$ cat config.mk
export PLATFORM = sky130hd
export DESIGN_NAME = comm_tx_scheduler
export DESIGN_NICKNAME = d
export VERILOG_FILES = /design/src/rtl/comm_pkg.sv /design/src/rtl/comm_tx_scheduler_packer.sv /design/src/rtl/comm_tx_scheduler.sv
export SDC_FILE = /design/constraint.sdc
export NUM_CORES = 1
export LEC_CHECK = 0
export ABC_AREA = 1
export CORE_MARGIN = 2
export CORE_UTILIZATION = 48
export CTS_CLUSTER_DIAMETER = 200
export DETAILED_ROUTE_END_ITERATION = 12
export GPL_ROUTABILITY_DRIVEN = 1
export PLACE_DENSITY = 0.76
export SLEW_MARGIN = 5
export SYNTH_ARGS = -nofsm -noshare
export SYNTH_HDL_FRONTEND = slang
export SYNTH_SLANG_ARGS = --single-unit
$ cat constraint.sdc
create_clock -name CLOCK_50 -period 2.25 [get_ports CLOCK_50]
set_input_delay 0.225 -clock CLOCK_50 [delete_from_list [all_inputs] [get_ports CLOCK_50]]
set_output_delay 0.225 -clock CLOCK_50 [all_outputs]
set_load 0.005 [all_outputs]
$ cat src/rtl/comm_pkg.sv
// Shared types and constants for the transmit scheduler: message type codes,
// frame field widths, FSM states and the fixed arbitration order.
package comm_pkg;

    localparam int FRAME_W    = 24;
    localparam int TYPE_W     = 4;
    localparam int PAYLOAD_W  = 20;
    localparam int NUM_TYPES  = 7;
    localparam int BALL_PL_W  = 18;
    localparam int MISS_PL_W  = 11;

    typedef enum logic [TYPE_W-1:0] {
        MSG_NONE          = 4'd0,
        MSG_BALL          = 4'd1,
        MSG_MISS          = 4'd2,
        MSG_NEW_GAME      = 4'd3,
        MSG_NEW_GAME_ACK  = 4'd4,
        MSG_ARE_YOU_THERE = 4'd5,
        MSG_I_AM_HERE     = 4'd6,
        MSG_I_LOST        = 4'd7
    } msg_type_t;

    typedef enum logic [2:0] {
        ST_IDLE,
        ST_SEND,
        ST_HOLD,
        ST_WAIT_SENT,
        ST_WAIT_ACK
    } tx_state_t;

    // Pending-vector bit index to message type; bit 6 is the highest priority.
    function automatic msg_type_t prio_type(input logic [2:0] idx);
        case (idx)
            3'd6:    return MSG_NEW_GAME_ACK;
            3'd5:    return MSG_NEW_GAME;
            3'd4:    return MSG_MISS;
            3'd3:    return MSG_I_LOST;
            3'd2:    return MSG_BALL;
            3'd1:    return MSG_ARE_YOU_THERE;
            3'd0:    return MSG_I_AM_HERE;
            default: return MSG_NONE;
        endcase
    endfunction

    function automatic logic [2:0] top_index(input logic [NUM_TYPES-1:0] vec);
        logic [2:0] idx;
        idx = 3'd0;
        for (int i = 0; i < NUM_TYPES; i++) begin
            if (vec[i]) idx = 3'(i);
        end
        return idx;
    endfunction

endpackage

$ cat src/rtl/comm_tx_scheduler_packer.sv
// Combinational frame builder: type code in [23:20], payload LSB-aligned and
// zero-padded in [19:0].
module comm_msg_packer
    import comm_pkg::*;
(
    input  msg_type_t            msg_type,
    input  logic [BALL_PL_W-1:0] ball_payload,
    input  logic [MISS_PL_W-1:0] miss_payload,
    input  logic                 new_game_payload,
    output logic [FRAME_W-1:0]   frame
);

    logic [PAYLOAD_W-1:0] payload;

    always_comb begin
        payload = '0;
        case (msg_type)
            MSG_BALL:     payload = PAYLOAD_W'(ball_payload);
            MSG_MISS:     payload = PAYLOAD_W'(miss_payload);
            MSG_NEW_GAME: payload = PAYLOAD_W'(new_game_payload);
            default:      payload = '0;
        endcase
        frame = {msg_type, payload};
    end

endmodule

$ cat src/rtl/comm_tx_scheduler.sv
// Priority scheduler feeding CommunicationSender. Build option COMM_TX_RETRY_EN
// adds ack wait, timeout retransmission and the sticky link_lost flag.
module comm_tx_scheduler
    import comm_pkg::*;
#(
    parameter int ACK_TIMEOUT = 500_000,
    parameter int MAX_RETRIES = 3
) (
    input  logic                 CLOCK_50,
    input  logic                 reset,
    input  logic                 ball_message_tx,
    input  logic                 miss_message_tx,
    input  logic                 new_game_message_tx,
    input  logic                 new_game_ack_message_tx,
    input  logic                 are_you_there_tx,
    input  logic                 I_am_here_tx,
    input  logic                 I_lost_tx,
    input  logic [8:0]           ball_y_tx,
    input  logic [3:0]           velocity_x_tx,
    input  logic [3:0]           velocity_y_tx,
    input  logic                 sign_y_tx,
    input  logic [4:0]           my_score_tx,
    input  logic [4:0]           your_score_tx,
    input  logic                 you_should_serve_tx,
    input  logic                 you_serve_first_tx,
    input  logic                 message_sent,
    input  logic                 message_acked,
    output logic                 send_new_message,
    output logic [FRAME_W-1:0]   message_data_out,
    output logic                 busy,
    output logic [NUM_TYPES-1:0] pending,
    output logic                 link_lost
);

    tx_state_t              state, state_n;
    logic [NUM_TYPES-1:0]   req, pending_q, pending_n;
    logic [BALL_PL_W-1:0]   ball_pl;
    logic [MISS_PL_W-1:0]   miss_pl;
    logic                   new_game_pl;
    logic [FRAME_W-1:0]     frame_q, packed_frame;
    logic                   send_q, busy_q, hold_cnt;
    logic                   launch;
    logic [2:0]             win_idx;
    msg_type_t              win_type;

    assign req = {new_game_ack_message_tx, new_game_message_tx, miss_message_tx,
                  I_lost_tx, ball_message_tx, are_you_there_tx, I_am_here_tx};

    assign win_idx  = top_index(pending_q);
    assign win_type = prio_type(win_idx);

    comm_msg_packer u_packer (
        .msg_type         (win_type),
        .ball_payload     (ball_pl),
        .miss_payload     (miss_pl),
        .new_game_payload (new_game_pl),
        .frame            (packed_frame)
    );

    always_ff @(posedge CLOCK_50 or posedge reset) begin
        if (reset) begin
            ball_pl     <= '0;
            miss_pl     <= '0;
            new_game_pl <= 1'b0;
        end else begin
            if (ball_message_tx)
                ball_pl <= {ball_y_tx, velocity_x_tx, velocity_y_tx, sign_y_tx};
            if (miss_message_tx)
                miss_pl <= {my_score_tx, your_score_tx, you_should_serve_tx};
            if (new_game_message_tx)
                new_game_pl <= you_serve_first_tx;
        end
    end

`ifdef COMM_TX_RETRY_EN
    localparam int TIMER_W = (ACK_TIMEOUT > 0) ? $clog2(ACK_TIMEOUT + 1) : 1;
    localparam int RETRY_W = (MAX_RETRIES > 0) ? $clog2(MAX_RETRIES + 1) : 1;
    localparam logic [TIMER_W-1:0] TIMER_LOAD = TIMER_W'(ACK_TIMEOUT);
    localparam logic [RETRY_W-1:0] RETRY_MAX  = RETRY_W'(MAX_RETRIES);

    logic [TIMER_W-1:0] timer;
    logic [RETRY_W-1:0] retries;
    logic               start_ack, retry, drop, link_lost_q;
`else
    logic unused_cfg;
    assign unused_cfg = message_acked ^ (ACK_TIMEOUT > 0) ^ (MAX_RETRIES > 0);
`endif

    always_comb begin
        state_n = state;
        launch  = 1'b0;
`ifdef COMM_TX_RETRY_EN
        start_ack = 1'b0;
        retry     = 1'b0;
        drop      = 1'b0;
`endif
        case (state)
            ST_IDLE: begin
                if (|pending_q && message_sent) begin
                    launch  = 1'b1;
                    state_n = ST_SEND;
                end
            end
            ST_SEND: state_n = ST_HOLD;
            ST_HOLD: begin
                if (hold_cnt) state_n = ST_WAIT_SENT;
            end
            ST_WAIT_SENT: begin
                if (message_sent) begin
`ifdef COMM_TX_RETRY_EN
                    state_n   = ST_WAIT_ACK;
                    start_ack = 1'b1;
`else
                    state_n = ST_IDLE;
`endif
                end
            end
`ifdef COMM_TX_RETRY_EN
            ST_WAIT_ACK: begin
                if (message_acked) begin
                    state_n = ST_IDLE;
                end else if (timer == '0) begin
                    if (retries < RETRY_MAX) begin
                        retry   = 1'b1;
                        state_n = ST_SEND;
                    end else begin
                        drop    = 1'b1;
                        state_n = ST_IDLE;
                    end
                end
            end
`endif
            default: state_n = ST_IDLE;
        endcase
    end

    // A request landing on the same edge as its own launch stays pending.
    always_comb begin
        pending_n = pending_q;
        if (launch) pending_n[win_idx] = 1'b0;
        pending_n = pending_n | req;
    end

    always_ff @(posedge CLOCK_50 or posedge reset) begin
        if (reset) begin
            state     <= ST_IDLE;
            pending_q <= '0;
            frame_q   <= '0;
            send_q    <= 1'b0;
            busy_q    <= 1'b0;
            hold_cnt  <= 1'b0;
        end else begin
            state     <= state_n;
            pending_q <= pending_n;
            if (launch) frame_q <= packed_frame;
            send_q    <= (state_n == ST_SEND);
            busy_q    <= (state_n != ST_IDLE);
            hold_cnt  <= (state == ST_HOLD) ? ~hold_cnt : 1'b0;
        end
    end

`ifdef COMM_TX_RETRY_EN
    // Retry count is cleared only on a fresh launch so it survives the
    // SEND/HOLD/WAIT_SENT pass of each retransmission.
    always_ff @(posedge CLOCK_50 or posedge reset) begin
        if (reset) begin
            timer       <= '0;
            retries     <= '0;
            link_lost_q <= 1'b0;
        end else begin
            if (start_ack)
                timer <= TIMER_LOAD;
            else if (state == ST_WAIT_ACK && timer != '0)
                timer <= timer - 1'b1;

            if (launch)
                retries <= '0;
            else if (retry)
                retries <= retries + 1'b1;

            if (drop)
                link_lost_q <= 1'b1;
            else if (new_game_message_tx)
                link_lost_q <= 1'b0;
        end
    end

    assign link_lost = link_lost_q;
`else
    assign link_lost = 1'b0;
`endif

    assign send_new_message = send_q;
    assign message_data_out = frame_q;
    assign busy             = busy_q;
    assign pending          = pending_q;

endmodule

# --- Word level (Yosys, flattened, before mapping) ---
# Cells that the tools add are included.
classes:
  order_cmp: 2
  n_eq_ne: 13
  n_mux: 18
  bitwise_logic: 4
  n_reduce_logical: 6
op_table:
  columns: ["op", "count"]
  rows:
  - ["$pmux W18 S3", 1]
  - ["$mux W3", 8]
  - ["$pmux W3 S7", 1]
  - ["$eq A3 B2 Y1 const B", 6]
  - ["$eq A3 B1 Y1 const B", 4]
  - ["$pmux W3 S4", 1]
  - ["$eq A3 B3 Y1 const B", 3]
  - ["$and A7 B7 Y7", 1]
  - ["$mux W7", 1]
  - ["$not A7 Y7", 1]
  - ["$or A7 B7 Y7", 1]
  - ["$reduce_or A7 Y1", 1]
  - ["$logic_not A3 Y1", 2]
  - ["$mux W1", 5]
  - ["$lt A3 B4 Y1 const B", 1]
  - ["$demux W1 S3", 1]
  - ["$ge A3 B1 Y1 const B", 1]
  - ["$reduce_bool A3 Y1", 1]
  - ["$logic_and A1 B1 Y1", 2]
  - ["$not A1 Y1", 1]
totals:
  regBits: 67
  in_bits: 41
  out_inout_bits: 34
  word_cells: 52

# --- Logic depth before layout (Yosys ltp) ---
# Gate-level depths: netlist (run 1).
logic_depth:
  ltp_word: 14
  mapped_depth: 9
  mapped_depth_nobuf: 9

# --- By module ---
# From an unflattened synthesis (run 1), not the netlist that was laid out.
unflattened:
  hier_cells: 351
  area_unflattened_um2: 3060.4
by_module_without_submodules:
  columns: ["mod", "n_inst", "cells_each", "area_per_inst_um2", "seq_area_each_um2"]
  rows:
  - ["comm_tx_scheduler", 1, 284, 2712.6, 1676.6]
  - ["comm_msg_packer", 1, 67, 347.8, 0.0]

# --- Worst setup path after synthesis (run 1) ---
# OpenSTA, ideal clock, no wires.
synth_path:
  path_kind: "reg2reg"
  startpoint: "register pending_q[6] (netlist: pending[6])"
  endpoint: "register frame_q[0] (netlist: message_data_out[0])"
  arrival_time_ns: 1.138
  t_required_ns: 2.134
  setup_slack_ns: 0.995
  path_stages_with_launch: 8
  path_buffers: 1
  synth_period_minus_slack_ns: 1.255
  path_cell_list: "dfrtp_1 -> inv_2 -> nand2_2 -> nor2_2 -> nor2_8 -> buf_6 -> nand2_1 -> nand2_1"
synth_between:
  elab_chain_cells: 5
  word_cells_on_any_way: 17
  classes_between: "eq/ne: 9; mux: 5; reduce/logical: 3"
synth_lines:
  columns: ["element", "line_no", "rtl"]
  rows:
  - ["from (decl)", "comm_tx_scheduler.sv:36", "logic [NUM_TYPES-1:0] req, pending_q, pending_n;"]
  - ["from (signal assigned)", "comm_tx_scheduler.sv:154", "pending_q <= pending_n;"]
  - ["$mux W3", "comm_pkg.sv:49", "if (vec[i]) idx = 3'(i);"]
  - ["$eq A3 B1 Y1 (tied with other cells)", "comm_pkg.sv:33", "case (idx)"]
  - ["$pmux W3 S7", "comm_pkg.sv:33", null]
  - ["$eq A3 B2 Y1 or $eq A3 B1 Y1 (tied branches)", "comm_tx_scheduler_packer.sv:17", "case (msg_type)"]
  - ["$pmux W18 S3", "comm_tx_scheduler_packer.sv:17", null]
  - ["to (signal assigned)", "comm_tx_scheduler.sv:155", "if (launch) frame_q <= packed_frame;"]
  - ["to (decl)", "comm_tx_scheduler.sv:40", "logic [FRAME_W-1:0] frame_q, packed_frame;"]
# Several ways; a longest one is shown, not always the timed one.
# A chain may end at the register's enable or synchronous reset.

# --- Final worst setup path (run 1) ---
layout_path:
  startpoint: "register pending_q[6] (netlist: pending[6])"
  endpoint: "register busy_q (netlist: busy)"
layout_between:
  elab_chain_cells: 5
layout_lines:
  columns: ["element", "line_no", "rtl"]
  rows:
  - ["$reduce_or A7 Y1", "comm_tx_scheduler.sv:99", "if (|pending_q && message_sent) begin"]
  - ["$logic_and A1 B1 Y1", "comm_tx_scheduler.sv:99", null]
  - ["$mux W3", "comm_tx_scheduler.sv:99", null]
  - ["$pmux W3 S4", "comm_tx_scheduler.sv:97", "case (state)"]
  - ["net state_n[0]", "comm_tx_scheduler.sv:35", "tx_state_t state, state_n;"]
  - ["$reduce_bool A3 Y1", "comm_tx_scheduler.sv:157", "busy_q <= (state_n != ST_IDLE);"]
  - ["to (signal assigned)", "comm_tx_scheduler.sv:157", null]
  - ["to (decl)", "comm_tx_scheduler.sv:41", "logic send_q, busy_q, hold_cnt;"]
# The timed path passes the listed nets, and every way through them passes these cells.

==> results.sh, run 1 <==
export IMPL_postSynthCellCount=333
export IMPL_worstSkewPairLatency_ps=330
export IMPL_layout_common_cells="161 x nand2_1, 69 x clkdlybuf4s50_1, 64 x dfrtp_1"
export IMPL_hold_viol=0
export IMPL_rsz0062_at_grt="no"
export IMPL_drc_errors=0
export IMPL_ys_seq_elements=64
export IMPL_crit_chain="inv_2 -> nand2_2 -> o21ai_4 -> nand3_1 -> or2_1"
export IMPL_path_buf_inv=1
export IMPL_first_global_vias=2264
export IMPL_syn_to_final_growth_pct=32.0
export IMPL_layout_nets=444
export IMPL_arrival_ps=2050
export IMPL_fp_dieArea_sq_mm=0.00644
export IMPL_dieHeight_microns=80.3
export IMPL_start_util=0.501
export IMPL_grt_ovfl_total=0
export IMPL_drt_first_pass_iters=4
export IMPL_routed_wirelength_mm=6.10
export IMPL_fillers=476
export IMPL_clk_pin_slew_ps=60
export IMPL_grt_pass1_wl_mm=10.3
export IMPL_cellLeakagePower_nw=1.86
export IMPL_crit_type="flop to flop"
export IMPL_final_util=0.661
export IMPL_core_rowCount=27
export IMPL_ant_nets=0
export IMPL_avgViaCountPerCell=4.84
export IMPL_rr_worst_depth=5
export IMPL_antenna_found_initial=0
export IMPL_dp_cells=464
export IMPL_r2r_end="busy"
export IMPL_relSlewSlack=0.514
export IMPL_cts_sinks=64
export IMPL_outcome="finished, final reports clean"
export IMPL_dp_hpwl_mm=4.24
export IMPL_cts_buffer_depth=2
export IMPL_r2r_start="pending[6]"
export IMPL_gp_congestion=0.800
export IMPL_tightest_slew_ps=725
export IMPL_slowest_delay_ps=580
export IMPL_drive_gt1_frac=0.0741
export IMPL_io_buffers=69
export IMPL_grt_max_degree=65
export IMPL_slowest_stage="o21ai_4"
export IMPL_power_density_mw_per_mm2=645
export IMPL_synth_area_leaders="dfrtp_1 57%, nand2_1 22%, inv_1 3.2%"
export IMPL_finalSetupViolations=0
export IMPL_drt_iter0_drc=77
export IMPL_crit_family="compound AO/OA/AOI/OAI gates"
export IMPL_io_pins=75
export IMPL_fin_cells=477
export IMPL_root_buffer="clkbuf_8"
export IMPL_worstPathRequired_ps=2470
export IMPL_track_usage=0.210
export IMPL_post_cts_setup_buffers=0
export IMPL_setup_tns_final_ps=0
export IMPL_regToRegSetupSlack_ps=420
export IMPL_whs_ps=271
export IMPL_fmax_mhz=545
export IMPL_finalCriticalPeriod_ps=1830
export IMPL_yosysWarningCount=0
export IMPL_crit_fanout=24
export IMPL_synth_area_sq_mm=0.00279
export IMPL_cts_hold_buf=0
export IMPL_cts_max_level=3
export IMPL_detail_route_wl_per_cell_microns=12.8
export IMPL_numCtsBuffers=9
export IMPL_crit_path_end_kind="flop"
export IMPL_ys_types=27
export IMPL_die_w_microns=80.3
export IMPL_coreArea_sq_mm=0.00557
export IMPL_vias=2309
export IMPL_vdd_drop_max_v=0.000466
export IMPL_cts_tree="yes"
export IMPL_yosysTopAreaCellShare=0.574
export IMPL_final_common_cell="nand2_1"
export IMPL_cts_resized=0
export IMPL_num_antenna_cells=0
export IMPL_startpoint="pending[6]"
export IMPL_finClkSkew_ps=6.63
export IMPL_fin_crit_sh=0.815
export IMPL_drv_slew=0
export IMPL_min_delay_path_class="input port to asynchronous set/reset pin"
export IMPL_synth_top_area_cell="dfrtp_1"
export IMPL_synth_area_per_cell_sq_um=8.38
export IMPL_drv_cap=0
export IMPL_ys_seq_area_frac=0.574
export IMPL_crit_path_start_kind="flop"
==> through the flow <==
step	instance area [sq um]	power (mW)	setup slack, ps
floorplan	2810	1.42	427
global placement	3520	1.55	479
detailed placement	3520	1.56	438
CTS	3680	2.39	431
global route	3680	2.48	233
finish	3680	2.37	416
==> worst min-delay path: cells and delay by family <==
family / cells / cell delay, ps
buffers and inverters: 3 / 780
==> flip-flops by register name (all words and copies together), names as in the netlist <==
signal / cells
message_data_out: 21
new_game_pl: 1
miss_pl: 11
pending: 7
hold_cnt: 1
busy: 1
send_new_message: 1
ball_pl: 18
state: 3
==> where the power goes <==
group | internal, mW | leakage [nW] | total [mW] | switching (mW)
Combinational | 0.137 | 0.980 | 0.277 | 0.140
Clock | 0.440 | 0.0842 | 0.840 | 0.399
Sequential | 1.22 | 0.795 | 1.26 | 0.0373
==> worst max-delay path by stage <==
stage	to	slack, ps	depth (start not counted)
floorplan	ball_pl[0]	430	1
global placement	busy	480	5
detailed placement	busy	440	5
CTS	busy	430	5
global route	message_data_out[4]	230	7
finish	busy	420	5
==> cells by family after synthesis <==
kind of cell	count (synthesis)	share of synthesized area
buffers and inverters	45	0.0731
AO/OA/AOI/OAI	25	0.0520
AND/OR/NAND/NOR	198	0.300
other	1	0.00134
flip-flops	64	0.574
==> cell type report <==
class,count,area (sq um),area share
multi-input combinational,228,1000,0.272
tap,72,90.1,0.0245
inverter,28,105,0.0285
clock buffer,12,155,0.0421
sequential,64,1600,0.435
timing repair buffer,72,726,0.197
clock inverter,1,5.00,0.00136
==> cells in the mapped netlist <==
master / n
nand2_1: 161
dfrtp_1: 64
inv_1: 24
nand4_1: 14
o21ai_0: 10
nor2_1: 9
o21ai_1: 9
buf_4: 6
clkbuf_1: 6
buf_2: 4
inv_2: 4
nand3_1: 3
nor2_2: 3
nand2_2: 2
o21bai_1: 2
a21oi_1: 1
a22oi_1: 1
a31oi_1: 1
buf_6: 1
conb_1: 1
nand2_4: 1
nor2_4: 1
nor2_8: 1
nor3_2: 1
nor4_1: 1
o21ai_4: 1
or2_1: 1
==> routing by layer <==
metal,up-vias,global-route usage,share of wire
met5,-,0,0
met4,0,0.0627,0.011
li1,1159,-,-
met3,9,0.0573,0.049
met2,66,0.352,0.50
met1,1075,0.267,0.44
No activity file was read; power rests on OpenSTA's default activity.
==> inputs of run 2 (changes only) <==
--- a/config.mk
+++ b/config.mk
@@ -7,11 +7,11 @@
 export LEC_CHECK = 0
 export ABC_AREA = 1
 export CORE_MARGIN = 2
-export CORE_UTILIZATION = 48
+export CORE_UTILIZATION = 43
 export CTS_CLUSTER_DIAMETER = 200
 export DETAILED_ROUTE_END_ITERATION = 12
 export GPL_ROUTABILITY_DRIVEN = 1
-export PLACE_DENSITY = 0.76
+export PLACE_DENSITY = 0.72
 export SLEW_MARGIN = 5
 export SYNTH_ARGS = -nofsm -noshare
 export SYNTH_HDL_FRONTEND = slang
==> constraint.sdc (replaced) <==
create_clock -name CLOCK_50 -period 1.65 [get_ports CLOCK_50]
set_input_delay 0.165 -clock CLOCK_50 [delete_from_list [all_inputs] [get_ports CLOCK_50]]
set_output_delay 0.165 -clock CLOCK_50 [all_outputs]
set_load 0.005 [all_outputs]
==> run 2 against run 1 <==
  * Via count rose by 1.3%
  * Combinational power rose by 42%
  * Power rose by 52%
  * Core utilization fell by 5.6 points
  * Hold slack got worse by 4.8 ps
  * Largest cell class unchanged
  * Highest routed layer unchanged
==> results.sh, run 2 (synthesis gave the netlist of run 1 again) <==
export IMPL_outcome="finished, final reports clean"
export IMPL_avgViaCountPerCell=4.75
export IMPL_seq_area_sq_mm=0.00160
export IMPL_first_global_vias=2244
export IMPL_num_antenna_cells=0
export IMPL_fillers=594
export IMPL_vdd_drop_max_v=0.000563
export IMPL_gp_congestion=0.790
export IMPL_cts_buffer_depth=2
export IMPL_cts_max_level=3
export IMPL_stdcell_area_sq_mm=0.00382
export IMPL_fmax_mhz=636
export IMPL_setup_tns_final_ps=0
export IMPL_routed_wirelength_mm=6.19
export IMPL_hold_viol=0
export IMPL_cts_tree="yes"
export IMPL_layout_nets=451
export IMPL_ant_nets=0
export IMPL_track_usage=0.183
export IMPL_path_buf_inv=1
export IMPL_rsz0062_at_grt="no"
export IMPL_min_delay_path_class="input port to asynchronous set/reset pin"
export IMPL_crit_fanout=8
export IMPL_drv_cap=0
export IMPL_cts_sinks=64
export IMPL_detail_route_wl_per_cell_microns=12.6
export IMPL_crit_path_end="pending[6]"
export IMPL_drt_iter0_drc=138
export IMPL_io_pins=75
export IMPL_grt_ovfl_total=0
export IMPL_power_density_mw_per_mm2=943
export IMPL_fin_crit_sh=0.953
export IMPL_drv_slew=0
export IMPL_finalSetupViolations=0
export IMPL_coreArea_sq_mm=0.00631
export IMPL_finalCriticalPeriod_ps=1570
export IMPL_arrival_ps=1410
export IMPL_io_buffers=69
export IMPL_clk_pin_slew_ps=70
export IMPL_worstSkewPairLatency_ps=340
export IMPL_dp_hpwl_mm=4.31
export IMPL_drt_first_pass_iters=4
export IMPL_path_depth=1
export IMPL_regToRegSetupSlack_ps=200
export IMPL_grt_max_degree=65
export IMPL_finClkSkew_ps=8.00
export IMPL_largest_register_ffs=21
export IMPL_rr_worst_depth=7
export IMPL_cts_resized=0
export IMPL_numCtsBuffers=9
export IMPL_antenna_found_initial=0
export IMPL_post_cts_setup_buffers=0
export IMPL_r2r_start="pending[6]"
export IMPL_grt_pass1_wl_mm=10.2
export IMPL_placed_cell_area_sq_mm=0.00360
export IMPL_syn_to_final_growth_pct=36.8
export IMPL_slowest_delay_ps=560
export IMPL_crit_family="buffers and inverters"
export IMPL_cts_hold_buf=0
export IMPL_crit_path_end_kind="output port"
export IMPL_worstPathRequired_ps=1480
export IMPL_crit_path_start_kind="flop"
export IMPL_r2r_end="pending[2]"
export IMPL_multiInputGateArea_sq_mm=0.00100
export IMPL_cellLeakagePower_nw=1.91
export IMPL_startpoint="pending[6]"
export IMPL_vias=2339
export IMPL_core_rowCount=29
export IMPL_crit_type="flop to output port"
export IMPL_drive_gt1_frac=0.0964
export IMPL_root_buffer="clkbuf_8"
export IMPL_layout_common_cells="161 x nand2_1, 69 x clkdlybuf4s50_1, 64 x dfrtp_1"
export IMPL_fp_dieArea_sq_mm=0.00715
export IMPL_final_common_cell="nand2_1"
export IMPL_crit_chain="clkdlybuf4s50_1"
export IMPL_die_w_microns=84.6
export IMPL_drc_errors=0
export IMPL_slowest_stage="clkdlybuf4s50_1"
export IMPL_start_util=0.442
export IMPL_dieHeight_microns=84.6
==> run 2: cell count changes in the layout (fill, tap and decap cells not counted), sizes merged <==
cell      delta
clkinvlp     +3
inv          -1
buf          +7
bufinv       +2
clkbuf       -1
==> run 2: layer usage <==
layer	vias up	global-route usage	part of all wire
li1	1174	-	-
met1	1105	0.234	0.44
met2	50	0.301	0.50
met3	10	0.0354	0.038
met4	0	0.0823	0.017
met5	-	0	0
==> run 2: worst min path at each step <==
stage / startpoint / end / slack (ps) / cells past startpoint
after floorplan: I_am_here_tx / pending[0] / 260 / 2
after global placement: hold_cnt / hold_cnt / 410 / 1
after detailed placement: hold_cnt / hold_cnt / 420 / 1
after CTS: reset / miss_pl[1] / 280 / 3
after global routing: reset / message_data_out[14] / 320 / 3
final: reset / miss_pl[1] / 270 / 3
==> run 2: final cells by class <==
type,instances,area share
clock inverter,5,0.0210
clock buffer,11,0.0370
sequential,64,0.419
tap,77,0.0252
timing repair buffer,79,0.207
inverter,28,0.0285
multi-input combinational,228,0.262
==> run 2: per-stage QoR <==
stage	setup WS, ps	util	hold WS [ps]	cells	power (mW)
floorplan	395	-	263	337	1.94
global placement	98.5	0.570	412	476	2.13
detailed placement	68.1	0.570	416	476	2.14
CTS	75.8	0.605	276	492	3.63
global route	27.3	0.605	317	492	3.76
finish	78.0	0.605	266	492	3.60
==> run 2: power by group <==
group	total, mW	switching (mW)	internal (mW)
clock	1.49	0.603	0.890
sequential	1.72	0.0523	1.66
combinational	0.394	0.195	0.199
